==> src/rtl/fp16_norm_round_if.sv <==
// fp16_norm_round_if: handshake and data bundle for the FP16 normalise/round stage.
//   Input side : InValid/InReady handshake, InSign, InExp[4:0], InMant[13:0], InSticky.
//   Output side: OutValid/OutReady handshake, Result[15:0], Overflow, Underflow, Inexact.
//   master modport: the producer/consumer around the stage (drives operands, OutReady).
//   slave modport : the stage itself.
interface fp16_norm_round_if;
   logic        InValid;
   logic        InReady;
   logic        InSign;
   logic [4:0]  InExp;
   logic [13:0] InMant;
   logic        InSticky;
   logic        OutValid;
   logic        OutReady;
   logic [15:0] Result;
   logic        Overflow;
   logic        Underflow;
   logic        Inexact;

   modport master (
      output InValid, InSign, InExp, InMant, InSticky, OutReady,
      input  InReady, OutValid, Result, Overflow, Underflow, Inexact
   );

   modport slave (
      input  InValid, InSign, InExp, InMant, InSticky, OutReady,
      output InReady, OutValid, Result, Overflow, Underflow, Inexact
   );
endinterface

==> src/rtl/fp16_norm_round.sv <==
// fp16_norm_round: post-add/sub normalise and round-to-nearest-even stage for binary16.
//   Clk    : rising-edge clock
//   ResetN : asynchronous active-low reset
//   io     : slave side of fp16_norm_round_if
//            in : {InSign, InExp, InMant={carry,hidden,frac[9:0],guard,round}, InSticky}
//            out: Result={sign,exp,frac}, Overflow, Underflow, Inexact
// One operand in flight at a time. The mantissa is shifted one bit per clock until the
// hidden bit is set (or the exponent bottoms out), rounded in one cycle, then loaded into
// the output registers and held until the output handshake.
module fp16_norm_round #(
   parameter int unsigned EXP_W  = 5,
   parameter int unsigned FRAC_W = 10
) (
   input logic                 Clk,
   input logic                 ResetN,
   fp16_norm_round_if.slave    io
);

   localparam int unsigned MantW = FRAC_W + 4;
   localparam int unsigned WordW = EXP_W + FRAC_W + 1;
   localparam logic [EXP_W-1:0] EMax = '1;
   localparam logic [EXP_W-1:0] EOne = EXP_W'(1);

   typedef enum logic [1:0] {StIdle, StNorm, StRound, StDone} state_e;

   state_e             state_q, state_d;
   logic               s_q, s_d;
   logic [EXP_W-1:0]   e_q, e_d;
   logic [MantW-1:0]   m_q, m_d;
   logic               st_q, st_d;
   logic               inf_q, inf_d;
   logic               inx_q, inx_d;
   logic               unf_q, unf_d;
   logic               out_valid_q, out_valid_d;
   logic [WordW-1:0]   result_q, result_d;
   logic               ovf_q, ovf_d;
   logic               out_unf_q, out_unf_d;
   logic               out_inx_q, out_inx_d;

   logic               rnd_up;
   logic               rnd_inx;
   logic [FRAC_W+1:0]  rnd_sum;

   // Round-to-nearest-even on {hidden, frac}; bit FRAC_W+1 of the sum is the carry-out.
   assign rnd_up  = m_q[1] & (m_q[0] | st_q | m_q[2]);
   assign rnd_inx = m_q[1] | m_q[0] | st_q;
   assign rnd_sum = {1'b0, m_q[MantW-2:2]} + {{(FRAC_W + 1){1'b0}}, rnd_up};

   assign io.InReady   = (state_q == StIdle);
   assign io.OutValid  = out_valid_q;
   assign io.Result    = result_q;
   assign io.Overflow  = ovf_q;
   assign io.Underflow = out_unf_q;
   assign io.Inexact   = out_inx_q;

   always_comb begin
      state_d     = state_q;
      s_d         = s_q;
      e_d         = e_q;
      m_d         = m_q;
      st_d        = st_q;
      inf_d       = inf_q;
      inx_d       = inx_q;
      unf_d       = unf_q;
      out_valid_d = out_valid_q;
      result_d    = result_q;
      ovf_d       = ovf_q;
      out_unf_d   = out_unf_q;
      out_inx_d   = out_inx_q;

      unique case (state_q)
         StIdle: begin
            if (io.InValid) begin
               s_d     = io.InSign;
               e_d     = io.InExp;
               m_d     = io.InMant;
               st_d    = io.InSticky;
               inx_d   = 1'b0;
               unf_d   = 1'b0;
               inf_d   = (io.InExp == EMax);
               state_d = (io.InExp == EMax) ? StDone : StNorm;
            end
         end

         StNorm: begin
            if (m_q == '0) begin
               e_d     = '0;
               state_d = StRound;
            end else if (m_q[MantW-1]) begin
               m_d  = {1'b0, m_q[MantW-1:1]};
               e_d  = e_q + EOne;
               st_d = st_q | m_q[0];
               if (e_q + EOne == EMax) begin
                  inf_d   = 1'b1;
                  state_d = StDone;
               end
            end else if (!m_q[MantW-2] && (e_q > EOne)) begin
               m_d = {m_q[MantW-2:0], 1'b0};
               e_d = e_q - EOne;
            end else begin
               state_d = StRound;
            end
         end

         StRound: begin
            // After this state e_q holds the packed exponent field and m_q[11:2] the fraction.
            inx_d = rnd_inx;
            unf_d = 1'b0;
            if (rnd_sum[FRAC_W+1]) begin
               m_d[MantW-3:2] = '0;
               if (e_q == EMax - EOne) begin
                  inf_d = 1'b1;
               end else begin
                  e_d = e_q + EOne;
               end
            end else if (rnd_sum[FRAC_W]) begin
               m_d[MantW-3:2] = rnd_sum[FRAC_W-1:0];
               // A subnormal that rounded up into the hidden bit becomes the smallest normal.
               e_d = (e_q == '0) ? EOne : e_q;
            end else begin
               m_d[MantW-3:2] = rnd_sum[FRAC_W-1:0];
               e_d            = '0;
               unf_d          = rnd_inx;
            end
            state_d = StDone;
         end

         StDone: begin
            if (!out_valid_q) begin
               out_valid_d = 1'b1;
               result_d    = inf_q ? {s_q, EMax, {FRAC_W{1'b0}}} : {s_q, e_q, m_q[MantW-3:2]};
               ovf_d       = inf_q;
               out_unf_d   = unf_q & ~inf_q;
               out_inx_d   = inx_q;
            end else if (io.OutReady) begin
               out_valid_d = 1'b0;
               state_d     = StIdle;
            end
         end

         default: state_d = StIdle;
      endcase
   end

   always_ff @(posedge Clk or negedge ResetN) begin
      if (!ResetN) begin
         state_q     <= StIdle;
         s_q         <= 1'b0;
         e_q         <= '0;
         m_q         <= '0;
         st_q        <= 1'b0;
         inf_q       <= 1'b0;
         inx_q       <= 1'b0;
         unf_q       <= 1'b0;
         out_valid_q <= 1'b0;
         result_q    <= '0;
         ovf_q       <= 1'b0;
         out_unf_q   <= 1'b0;
         out_inx_q   <= 1'b0;
      end else begin
         state_q     <= state_d;
         s_q         <= s_d;
         e_q         <= e_d;
         m_q         <= m_d;
         st_q        <= st_d;
         inf_q       <= inf_d;
         inx_q       <= inx_d;
         unf_q       <= unf_d;
         out_valid_q <= out_valid_d;
         result_q    <= result_d;
         ovf_q       <= ovf_d;
         out_unf_q   <= out_unf_d;
         out_inx_q   <= out_inx_d;
      end
   end

endmodule

==> src/flat_wrapper.sv <==
// flat-port wrapper written by rule: the top's interface ports become plain ports
module fp16_norm_round_flat 
#(
   parameter int unsigned EXP_W  = 5,
   parameter int unsigned FRAC_W = 10
)
  (Clk, ResetN, io_InValid, io_InSign, io_InExp, io_InMant, io_InSticky, io_OutReady, io_InReady, io_OutValid, io_Result, io_Overflow, io_Underflow, io_Inexact);
  fp16_norm_round_if io_i ();
  input logic Clk;
  input logic ResetN;
  input wire logic [$bits(io_i.InValid)-1:0] io_InValid;
  input wire logic [$bits(io_i.InSign)-1:0] io_InSign;
  input wire logic [$bits(io_i.InExp)-1:0] io_InExp;
  input wire logic [$bits(io_i.InMant)-1:0] io_InMant;
  input wire logic [$bits(io_i.InSticky)-1:0] io_InSticky;
  input wire logic [$bits(io_i.OutReady)-1:0] io_OutReady;
  output wire logic [$bits(io_i.InReady)-1:0] io_InReady;
  output wire logic [$bits(io_i.OutValid)-1:0] io_OutValid;
  output wire logic [$bits(io_i.Result)-1:0] io_Result;
  output wire logic [$bits(io_i.Overflow)-1:0] io_Overflow;
  output wire logic [$bits(io_i.Underflow)-1:0] io_Underflow;
  output wire logic [$bits(io_i.Inexact)-1:0] io_Inexact;
  assign io_i.InValid = io_InValid;
  assign io_i.InSign = io_InSign;
  assign io_i.InExp = io_InExp;
  assign io_i.InMant = io_InMant;
  assign io_i.InSticky = io_InSticky;
  assign io_i.OutReady = io_OutReady;
  assign io_InReady = io_i.InReady;
  assign io_OutValid = io_i.OutValid;
  assign io_Result = io_i.Result;
  assign io_Overflow = io_i.Overflow;
  assign io_Underflow = io_i.Underflow;
  assign io_Inexact = io_i.Inexact;
  fp16_norm_round #(.EXP_W(EXP_W), .FRAC_W(FRAC_W)) u_core (.Clk(Clk), .ResetN(ResetN), .io(io_i));
endmodule
==> config.mk <==
export PLATFORM = sky130hd
export DESIGN_NAME = fp16_norm_round_flat
export DESIGN_NICKNAME = d
export VERILOG_FILES = /design/src/rtl/fp16_norm_round_if.sv /design/src/rtl/fp16_norm_round.sv /design/src/flat_wrapper.sv
export SDC_FILE = /design/constraint.sdc
export NUM_CORES = 1
export LEC_CHECK = 0
export CAP_MARGIN = 10
export CORE_ASPECT_RATIO = 1.5
export CORE_MARGIN = 2
export CORE_UTILIZATION = 35
export CTS_CLUSTER_SIZE = 14
export DETAILED_ROUTE_END_ITERATION = 10
export PLACE_DENSITY_LB_ADDON = 0.05
export SETUP_SLACK_MARGIN = 0.5
export SLEW_MARGIN = 20
export SYNTH_ARGS = -nofsm -noshare
export SYNTH_HDL_FRONTEND = slang
export SYNTH_SLANG_ARGS = --single-unit
==> constraint.sdc <==
create_clock -name Clk -period 3.1 [get_ports Clk]
set_input_delay 0.62 -clock Clk [delete_from_list [all_inputs] [get_ports Clk]]
set_output_delay 0.62 -clock Clk [all_outputs]
set_load 0.05 [all_outputs]
==> results by group, run 1 <==
Setup path
  – Max FO, Critical Path: 9
  – WP data arrival: 2.70 ns
  – CP max-delay cell: or4_4
  – Top cell family by delay on the critical path: simple AND/OR/NAND/NOR gates
  – WP buf/inv: 0
  – Worst stage delay on the critical path: ~0.50 ns
  – Worst endpoint required time: around 3.3 ns
  – Crit Path Category: reg -> reg
  – Type of origin of the critical path: flip-flop
  – Crit-path cells: and2_1 > ha_1 > nand4_1 > or4_4 > a311oi_4 > nor3_4 > mux2_4
  – Worst Setup End Kind: flip-flop

Drt
  – Top Metal Used: met4
  – Drc violations: 0
  – Detail Route Antenna Nets: 0
  – Met2 wire len: slightly above 5000 um
  – Wirelength per Cell: 19.44 um
  – DRT Wirelength: about 10000 um
  – Met3 wire len: between 300 and 400 um
  – M1 WL: approximately 4300 um
  – DRT iter0 DRCs: 254
  – Via count: approximately 2900
  – Via-to-Cell Ratio: ~5.7
  – Detailed Routing Iterations Pass 1: 4

Floorplanning
  – Core box area: around 8800 sq um
  – DIE WIDTH: between 80 and 90 um
  – DIE AREA: approximately 9700 sq um
  – Die height: about 120 um
  – # IOs: 46
  – Initial Utilization: between 30 and 40%
  – Rows: 42

Clocking
  – H-tree depth: 2
  – CTS root buf: clkbuf_16
  – Clk_lat worst skew: ~0.29 ns
  – TritonCTS clock tree: done
  – CTS max path bufs: 2
  – CTS sink cnt: 46
  – CTS buffer count: 5
  – Hold buffers post-CTS: 0
  – Clock transition at path regs: roughly 0.070 ns

Synthesis
  – EDFF count, synth: 0
  – Cell variety after synth: 66
  – Synth Flop Type: dfrtp_1
  – Syn Area/Cell: approximately 8.6 sq um
  – Seq cells post-synth: between 40 and 50
  – Seq/Total Area, Yosys: approximately 37%
  – Post-Syn Instances: ~370
  – YS warnings: 0
  – Post-synth ARST share: 100.0%
  – Syn_nets: 400
  – Synth Cell Area: approximately 3100 sq um

Layout
  – Nets: between 400 and 500
  – FF+latch area: around 1200 sq um
  – Layout area overhead: 25.91%
  – Share of post-route cells with drive strength above 1: 10.07%
  – Ant diodes: 0
  – Multi-input logic area: roughly 1800 sq um
  – Filler cells: about 870

Power
  – Power per Cell Area: ~1300 nW/um^2
  – Final Total Pwr: roughly 5.0 mW
  – Clk pwr share: about 14%
  – Psw: about 2.5 mW
  – Max VDD drop: approximately 580 uV
  – Seq pwr share: roughly 25%
  – Combinational power share: between 60% and 70%
  – Switching part of the total: 49.64%
  – P_int: approximately 2.5 mW
  – LEAKAGE: around 1.6 nW

Place
  – # port buffers: 45
  – HPWL after detailed placement: 7538 um
  – Routability cong.: 0.8606

STA
  – RSZ-0062 raised after global routing: yes
  – Worst Hold Slack: roughly 0.34 ns
  – Fin crit period: 2.513 ns
  – Rel. slew slack: 42.35%
  – # setup viols final: 0
  – Fmax: about 400 MHz
  – Fin Setup TNS: 0 ns
  – Worst-margin pin slew: between 0.8 and 0.9 ns
  – Fin Clk Skew: 0.004991 ns
  – Fin crit share: roughly four fifths
  – Final hold violation count: 0
  – Fin. max-slew vios: 0

GRT
  – Antenna violations before repair: 0
  – Largest net degree at the start of global routing: 47
  – First-pass GRT wire length: 16100 um
  – Vias in the first global route: approximately 2900
  – Gr ovfl total: 0
  – GRT Total Usage: 22.00%

Run
  – Max_cap viols: 0

Run status
  – Status: finished clean

Min path
  – HP Class: in -> async
Yosys cell counts, types with 5 or more instances:
| library cell | count | area [sq um] |
|---|---|---|
| buf_2 | 10 | 50.05 |
| nor4_1 | 5 | 31.28 |
| nor2_1 | 26 | 97.59 |
| clkbuf_1 | 16 | 60.06 |
| nor3_1 | 10 | 50.05 |
| a21oi_1 | 15 | 75.07 |
| nand3_1 | 12 | 60.06 |
| ha_1 | 10 | 125.1 |
| mux2_1 | 6 | 67.56 |
| o2bb2ai_1 | 5 | 43.79 |
| dfrtp_1 | 46 | 1151 |
| o31ai_1 | 6 | 45.04 |
| o21ai_0 | 28 | 140.1 |
| nand2b_1 | 5 | 31.28 |
| nand2_1 | 43 | 161.4 |
| inv_1 | 18 | 67.56 |
| nand4_1 | 12 | 75.07 |
final cells by class:
type | count | area share [%]
multi-input combinational | 272 | 45.95
sequential | 46 | 29.25
timing repair buffer | 62 | 14.58
tap | 110 | 3.493
clock buffer | 5 | 3.176
inverter | 19 | 1.810
clock inverter | 3 | 1.747
power by group through the flow:
stage	clock network, mW	registers, mW	logic [mW]
after floorplan	0	1.45	1.87
after CTS	0.726	1.26	3.02
after global placement	0	1.26	3.02
after global routing	0.756	1.31	3.33
final	0.712	1.26	3.05
after detailed placement	0	1.27	3.01
final timing paths:
path                                            startpoint                               to  slack (ns)  cells past startpoint
min reg2reg                u_core.io.Result[2]$_DFFE_PN0P_  u_core.io.Result[2]$_DFFE_PN0P_        0.48                      2
min in group Clk           u_core.io.Result[2]$_DFFE_PN0P_  u_core.io.Result[2]$_DFFE_PN0P_        0.48                      2
max in group asynchronous                           ResetN        u_core.m_q[1]$_DFFE_PN0P_        2.32                      1
min                                                 ResetN        u_core.m_q[7]$_DFFE_PN0P_        0.34                      1
max reg2reg                      u_core.m_q[1]$_DFFE_PN0P_        u_core.e_q[3]$_DFFE_PN0P_        0.59                      7
max                              u_core.m_q[1]$_DFFE_PN0P_        u_core.e_q[3]$_DFFE_PN0P_        0.59                      7
timing repair:
| item | 4_1_cts | 5_1_grt |
|---|---|---|
| pin swaps | 0 | 1 |
| gates resized for setup | 1 | 5 |
| setup buffers | 0 | 2 |
| setup endpoints to repair | 1 | 6 |
metrics by stage:
stage | utilization (%) | instances | cell area, sq um | setup slack (ns)
global route | 44.90 | 517 | 3940 | 0.4545
finish | 44.90 | 517 | 3940 | 0.5866
floorplan | - | 365 | 3129 | 0.8251
detailed placement | 42.24 | 507 | 3707 | 0.5554
CTS | 44.44 | 515 | 3900 | 0.5593
global placement | 42.24 | 507 | 3707 | 0.5686
logic make-up (layout without fill, tap and decap cells):
group	after synthesis	count (layout)	synth area share (%)
buffers and inverters	47	89	6.038
AO/OA/AOI/OAI	110	110	24.63
XOR/XNOR	5	5	1.400
multiplexers	16	16	5.997
flip-flops	46	46	36.79
AND/OR/NAND/NOR	131	131	21.15
adder cells (fa/ha/maj)	10	10	3.998
per-layer routing:
metal | track usage [%] | vias up
li1 | - | 1434
met1 | 29.01 | 1410
met2 | 37.04 | 86
met3 | 3.008 | 14
met4 | 6.356 | 0
met5 | 0 | -
flip-flops by register name, indices dropped and copies added, names as in the netlist, 2 cells and up:
name	cells
u_core.e_q	5
u_core.state_q	2
u_core.io.Result	16
u_core.m_q	14
cells in the final DEF, fill, tap and decap left out, types with 4 or more instances in the layout:
master	instances
inv_1	18
mux2_1	6
o31ai_1	6
nor3_1	10
nor2_1	26
buf_4	18
dfrtp_1	45
mux2_2	4
a21oi_1	15
o21ai_0	28
nand2b_1	5
nor4_1	5
nand4_1	12
clkbuf_16	5
a221oi_1	4
nand3_1	12
a31oi_1	4
o2bb2ai_1	5
a22o_1	4
clkdlybuf4s50_1	43
ha_1	9
nand2_1	43
Note: power is estimated with default switching activity, not from simulation.
==> inputs of run 2 (changes only) <==
Clock period 3.1 ns to 2.6 ns, I/O delays scaled along.
==> results by group, run 2 (synthesis gave the netlist of run 1 again) <==
Run status
  – Status: finished clean

Clocking
  – H-tree depth: 2 (unchanged)
  – CTS max path bufs: 2 (unchanged)
  – Clock transition at path regs: 0.07 ns (about the same)
  – Clk_lat worst skew: 0.29 ns (about the same)
  – CTS buffer count: 5 (unchanged)
  – CTS sink cnt: 46 (unchanged)
  – CTS root buf: clkbuf_16
  – TritonCTS clock tree: done

STA
  – Rel. slew slack: 57.08% (+15 points)
  – Fin Setup TNS: 0 ns (unchanged)
  – Fin crit share: 83.27% (+2.2 points)
  – Fin crit period: 2.165 ns (-0.3483 ns)
  – Worst-margin pin slew: 0.6438 ns (-0.2210 ns)
  – Fin. max-slew vios: 0 (unchanged)
  – Worst Hold Slack: 0.2509 ns (-0.09206 ns)
  – RSZ-0062 raised after global routing: yes
  – Fin Clk Skew: 0.01114 ns (+0.006152 ns)
  – Final hold violation count: 0 (unchanged)
  – Fmax: 461.9 MHz (+16%)
  – Final worst setup slack: 0.4349 ns (-0.1517 ns)
  – # setup viols final: 0 (unchanged)

Drt
  – Drc violations: 0 (unchanged)
  – Detailed Routing Iterations Pass 1: 5 (+1)
  – Via count: 3125 (+6.1%)
  – Wirelength per Cell: 18.73 um (-3.7%)
  – DRT Wirelength: 10080 um (+0.26%)
  – DRT iter0 DRCs: 187 (-26%)
  – Via-to-Cell Ratio: 5.809 (+2.0%)
  – Detail Route Antenna Nets: 0 (unchanged)

Place
  – Routability cong.: 0.9050 (+5.2%)
  – Place WS: 0.2372 ns (-0.3182 ns)
  – Placed instance count: 519 (+2.4%)
  – HPWL after detailed placement: 7533 um (about the same)
  – DP Area: 3852 sq um (+3.9%)
  – # port buffers: 45 (unchanged)

GRT
  – First-pass GRT wire length: 16390 um (+1.8%)
  – Antenna violations before repair: 0 (unchanged)
  – GRT Total Usage: 22.13% (+0.13 points)
  – Largest net degree at the start of global routing: 25 (-47%)
  – Gr ovfl total: 0 (unchanged)
  – Vias in the first global route: 3070 (+4.4%)

Setup path
  – Crit-path cells: buf_4 > nand4_4 > or4_4 > a311oi_4 > nor3_4 > mux2_4
  – Worst endpoint required time: 2.77 ns (-0.51 ns)
  – Worst Setup End Kind: flip-flop
  – CP max-delay cell: or4_4
  – Type of origin of the critical path: flip-flop
  – Stages on the worst setup path: 6 (-1)
  – Worst reg2reg endpoint: u_core.e_q[3]$_DFFE_PN0P_
  – FF-to-FF setup slack: 0.43 ns (-0.15 ns)
  – CP startpoint: u_core.m_q[9]$_DFFE_PN0P_
  – Worst reg2reg path depth: 6 (-1)
  – Crit Path Category: reg -> reg
  – Top cell family by delay on the critical path: simple AND/OR/NAND/NOR gates
  – Worst stage delay on the critical path: 0.53 ns (+0.03 ns)
  – WP data arrival: 2.33 ns (-0.37 ns)
  – R2r startpoint: u_core.m_q[9]$_DFFE_PN0P_
  – WP buf/inv: 1 (+1)
  – Max FO, Critical Path: 7 (-2)

Min path
  – HP Class: in -> async

Floorplanning
  – Core box area: 8776 sq um (unchanged)
  – Die height: 119.8 um (unchanged)
  – DIE AREA: 9729 sq um (unchanged)
  – # IOs: 46 (unchanged)
  – Initial Utilization: 35.66% (unchanged)
  – Rows: 42 (unchanged)
  – DIE WIDTH: 81.21 um (unchanged)

Layout
  – Fin area: 4193 sq um (+6.4%)
  – Layout area overhead: 33.99%
  – Final std cells w/o fill: 538 (+4.1%)
  – Most frequent cells in the layout: 43 x nand2_1, 43 x clkdlybuf4s50_1, 41 x dfrtp_1
  – Share of post-route cells with drive strength above 1: 19.86% (+9.8 points)
  – Ant diodes: 0 (unchanged)
  – Max reg flops: 16 (unchanged)
  – Core Util, Final: 47.78% (+2.9 points)
  – Nets: 463 (+5.0%)

Run
  – Max_cap viols: 0 (unchanged)

Power
  – Psw: 3.086 mW (+24%)
  – Switching part of the total: 49.42% (-0.22 points)
  – Clk pwr share: 10.0% (-4.2 points)
  – Max VDD drop: 570.7 uV (-1.0%)
  – Power per Cell Area: 1489 nW/um^2 (+17%)
  – LEAKAGE: 1.696 nW (+6.5%)
  – P_int: 3.158 mW (+25%)
  – Combinational power share: 67.1% (+6.4 points)
  – Final Total Pwr: 6.244 mW (+24%)
  – Seq pwr share: 22.9% (-2.2 points)
[run 2: power groups by stage]
stage	sequential [mW]	combinational, mW	clock (mW)
after CTS	1.42	4.01	0.651
after detailed placement	1.45	3.85	0
after floorplan	1.73	2.30	0
after global placement	1.44	3.86	0
after global routing	1.49	4.54	0.671
final	1.43	4.19	0.624
[run 2: timing repair]
action                                  CTS  global route
endpoints found under the setup margin   14            19
pin swaps                                 5             6
setup buffers                            10             2
gates resized for setup                  16            14
hold buffers                              0             0
[run 2: area by class of cell]
class | count | area [sq um]
Sequential cell | 46 | 1157
Clock inverter | 2 | 10.01
Fill cell | 856 | 4583
Multi-Input combinational cell | 272 | 1924
Clock buffer | 5 | 125.1
Tap cell | 110 | 137.6
Timing Repair Buffer | 84 | 767.0
Inverter | 19 | 71.32
[run 2: worst max path at each step]
stage,slack (ns),end
after global routing,0.36,u_core.e_q[4]$_DFFE_PN0P_
after global placement,0.30,u_core.e_q[3]$_DFFE_PN0P_
after floorplan,0.51,u_core.e_q[3]$_DFFE_PN0P_
after CTS,0.42,u_core.e_q[4]$_DFFE_PN0P_
after detailed placement,0.24,u_core.e_q[3]$_DFFE_PN0P_
final,0.43,u_core.e_q[3]$_DFFE_PN0P_
[run 2: routing by layer]
metal  vias to the layer above  global-route usage (%)  wire length [um]
met5                         -                       0                 0
met4                         0                   9.640               325
met3                        28                   3.609               481
met2                       114                   36.62              5053
met1                      1510                   27.94              4217
li1                       1473                       -                 -
==> inputs of run 3 (changes only) <==
Clock period 2.6 ns to 1.9 ns, I/O delays scaled along.
==> results by group, run 3 (synthesis gave the netlist of run 1 again) <==
Run status
  – Status: finished with violations
  – Failing checks: setup timing

Clocking
  – Clock transition at path regs: 0.07 ns (about the same)
  – Clk_lat worst skew: 0.30 ns (about the same)
  – TritonCTS clock tree: done
  – CTS root buf: clkbuf_16
  – CTS sink cnt: 46 (unchanged)
  – CTS max path bufs: 2 (unchanged)
  – CTS buffer count: 5 (unchanged)
  – Hold buffers post-CTS: 0 (unchanged)
  – H-tree depth: 2 (unchanged)

Setup path
  – Crit-path cells: buf_4 > nand4_1 > or4_1 > a21oi_1 > a2111oi_4 > o2bb2ai_1
  – Worst reg2reg path depth: 6 (unchanged)
  – Top cell family by delay on the critical path: compound AO/OA/AOI/OAI gates
  – WP buf/inv: 1 (unchanged)
  – Type of origin of the critical path: flip-flop
  – CP max-delay cell: or4_1
  – WP data arrival: 2.37 ns (+0.04 ns)
  – Worst stage delay on the critical path: 0.63 ns (+0.10 ns)
  – Crit Path Category: reg -> reg
  – FF-to-FF setup slack: -0.27 ns (-0.70 ns)
  – R2r startpoint: u_core.m_q[1]$_DFFE_PN0P_
  – Worst endpoint required time: 2.11 ns (-0.66 ns)
  – Worst Setup End Kind: flip-flop
  – Worst reg2reg endpoint: u_core.e_q[4]$_DFFE_PN0P_
  – Max FO, Critical Path: 4 (-3)

STA
  – Fin crit share: 114.0% (+31 points)
  – Fin Clk Skew: 0.006214 ns (-0.004929 ns)
  – Fmax: 461.8 MHz (about the same)
  – RSZ-0062 raised after global routing: yes
  – Fin. max-slew vios: 0 (unchanged)
  – # setup viols final: 17 (+17)
  – Rel. slew slack: 63.70% (+6.6 points)
  – Final hold violation count: 0 (unchanged)
  – Fin Setup TNS: -1.950 ns (-1.950 ns)
  – Fin crit period: 2.166 ns (+0.0005140 ns)
  – Worst-margin pin slew: 0.5445 ns (-0.09926 ns)
  – Worst Hold Slack: 0.06343 ns (-0.1874 ns)
  – Final worst setup slack: -0.2656 ns (-0.7005 ns)

Floorplanning
  – Core box area: 8776 sq um (unchanged)
  – # IOs: 46 (unchanged)
  – Initial Utilization: 35.66% (unchanged)
  – Die height: 119.8 um (unchanged)
  – DIE AREA: 9729 sq um (unchanged)
  – Rows: 42 (unchanged)
  – DIE WIDTH: 81.21 um (unchanged)

Min path
  – HP Class: in -> async

GRT
  – GRT Total Usage: 24.95% (+2.8 points)
  – Vias in the first global route: 3455 (+13%)
  – Antenna violations before repair: 0 (unchanged)
  – First-pass GRT wire length: 18170 um (+11%)
  – Largest net degree at the start of global routing: 28 (+12%)
  – Gr ovfl total: 0 (unchanged)

Layout
  – Ant diodes: 0 (unchanged)
  – FF+latch area: 1161 sq um (+0.32%)
  – Fin area: 5107 sq um (+22%)
  – Filler cells: 771 (-9.9%)
  – Nets: 540 (+17%)
  – Multi-input logic area: 2190 sq um (+14%)
  – Layout area overhead: 63.21%
  – Share of post-route cells with drive strength above 1: 43.48% (+24 points)
  – Max reg flops: 16 (unchanged)
  – Commonest non-fill, non-tap cell in the layout: buf_4
  – Most frequent cells in the layout: 109 x buf_4, 42 x nand2_1, 38 x dfrtp_1

Drt
  – Detailed Routing Iterations Pass 1: 4 (-1)
  – DRT iter0 DRCs: 150 (-20%)
  – DRT Wirelength: 11620 um (+15%)
  – Detail Route Antenna Nets: 0 (unchanged)
  – Via count: 3418 (+9.4%)
  – Via-to-Cell Ratio: 5.549 (-4.5%)
  – Wirelength per Cell: 18.86 um (+0.67%)
  – Drc violations: 0 (unchanged)

Power
  – Max VDD drop: 1275 uV (+120%)
  – Clk pwr share: 9.7% (-0.3 points)
  – Power per Cell Area: 2089 nW/um^2 (+40%)
  – LEAKAGE: 2.221 nW (+31%)
  – Psw: 4.924 mW (+60%)
  – Seq pwr share: 18.5% (-4.4 points)
  – P_int: 5.744 mW (+82%)
  – Final Total Pwr: 10.67 mW (+71%)
  – Switching part of the total: 46.16% (-3.3 points)
  – Combinational power share: 71.8% (+4.7 points)

Place
  – # port buffers: 45 (unchanged)
  – Place WS: -0.2470 ns (-0.4842 ns)
  – Routability cong.: 0.9486 (+4.8%)
  – HPWL after detailed placement: 8843 um (+17%)
  – DP Area: 4458 sq um (+16%)

Run
  – Max_cap viols: 0 (unchanged)
## run 3: cell types whose count changed in the layout (fill, tap and decap cells not counted), moves of 5 or more
cell             change
mux2_4               +7
clkdlybuf4s50_1     -20
buf_6               +16
mux2_1               -5
buf_4               +73
buf_2                +6
## run 3: repair_timing
action,4_1_cts,5_1_grt
pin swaps,13,7
setup buffers,16,2
resized for setup,93,19
setup endpoints to repair,52,42
## run 3: worst register-to-register path: stages (launching register included)
cell       delay [ns]
dfrtp_1          0.36
buf_4            0.14
nand4_1          0.15
or4_1            0.63
a21oi_1          0.45
a2111oi_4        0.14
o2bb2ai_1        0.21
## run 3: worst max-delay path by stage
stage	startpoint	to	slack, ns	cells past startpoint
after floorplan	u_core.m_q[1]$_DFFE_PN0P_	u_core.e_q[3]$_DFFE_PN0P_	-0.18	8
after global placement	u_core.m_q[12]$_DFFE_PN0P_	u_core.state_q[1]$_DFFE_PN0P_	-0.23	6
after detailed placement	u_core.m_q[1]$_DFFE_PN0P_	u_core.e_q[1]$_DFFE_PN0P_	-0.25	7
after CTS	u_core.m_q[2]$_DFFE_PN0P_	u_core.e_q[1]$_DFFE_PN0P_	-0.20	7
after global routing	u_core.m_q[1]$_DFFE_PN0P_	u_core.e_q[0]$_DFFE_PN0P_	-0.32	6
final	u_core.m_q[1]$_DFFE_PN0P_	u_core.e_q[4]$_DFFE_PN0P_	-0.27	6
## run 3: area by class of cell
type	count	share of cell area [%]
Multi-Input combinational cell	272	42.87
Timing Repair Buffer	161	26.92
Sequential cell	46	22.73
Tap cell	110	2.695
Clock buffer	6	2.523
Inverter	19	1.519
Clock inverter	2	0.7349
## run 3: power by group through the flow
| stage | clock, mW | sequential [mW] | combinational [mW] |
|---|---|---|---|
| 6_report | 1.03 | 1.97 | 7.66 |
| 3_3_place_gp | 0 | 1.93 | 6.57 |
| 5_1_grt | 1.08 | 2.04 | 8.18 |
| 2_1_floorplan | 0 | 2.39 | 3.48 |
| 3_5_place_dp | 0 | 1.95 | 6.57 |
| 4_1_cts | 1.05 | 1.97 | 7.40 |
## run 3: per-layer routing
layer / vias up / track usage (%) / wire length [um]
li1: 1628 / - / -
met1: 1667 / 29.90 / 4727
met2: 92 / 43.13 / 5995
met3: 31 / 3.308 / 407
met4: 0 / 11.65 / 485
met5: - / 0 / 0
## run 3: metrics by stage
step	util, %	instances
finish	58.20	616
global route	58.20	616
CTS	57.46	614
detailed placement	50.80	590
global placement	50.80	590
floorplan	-	365
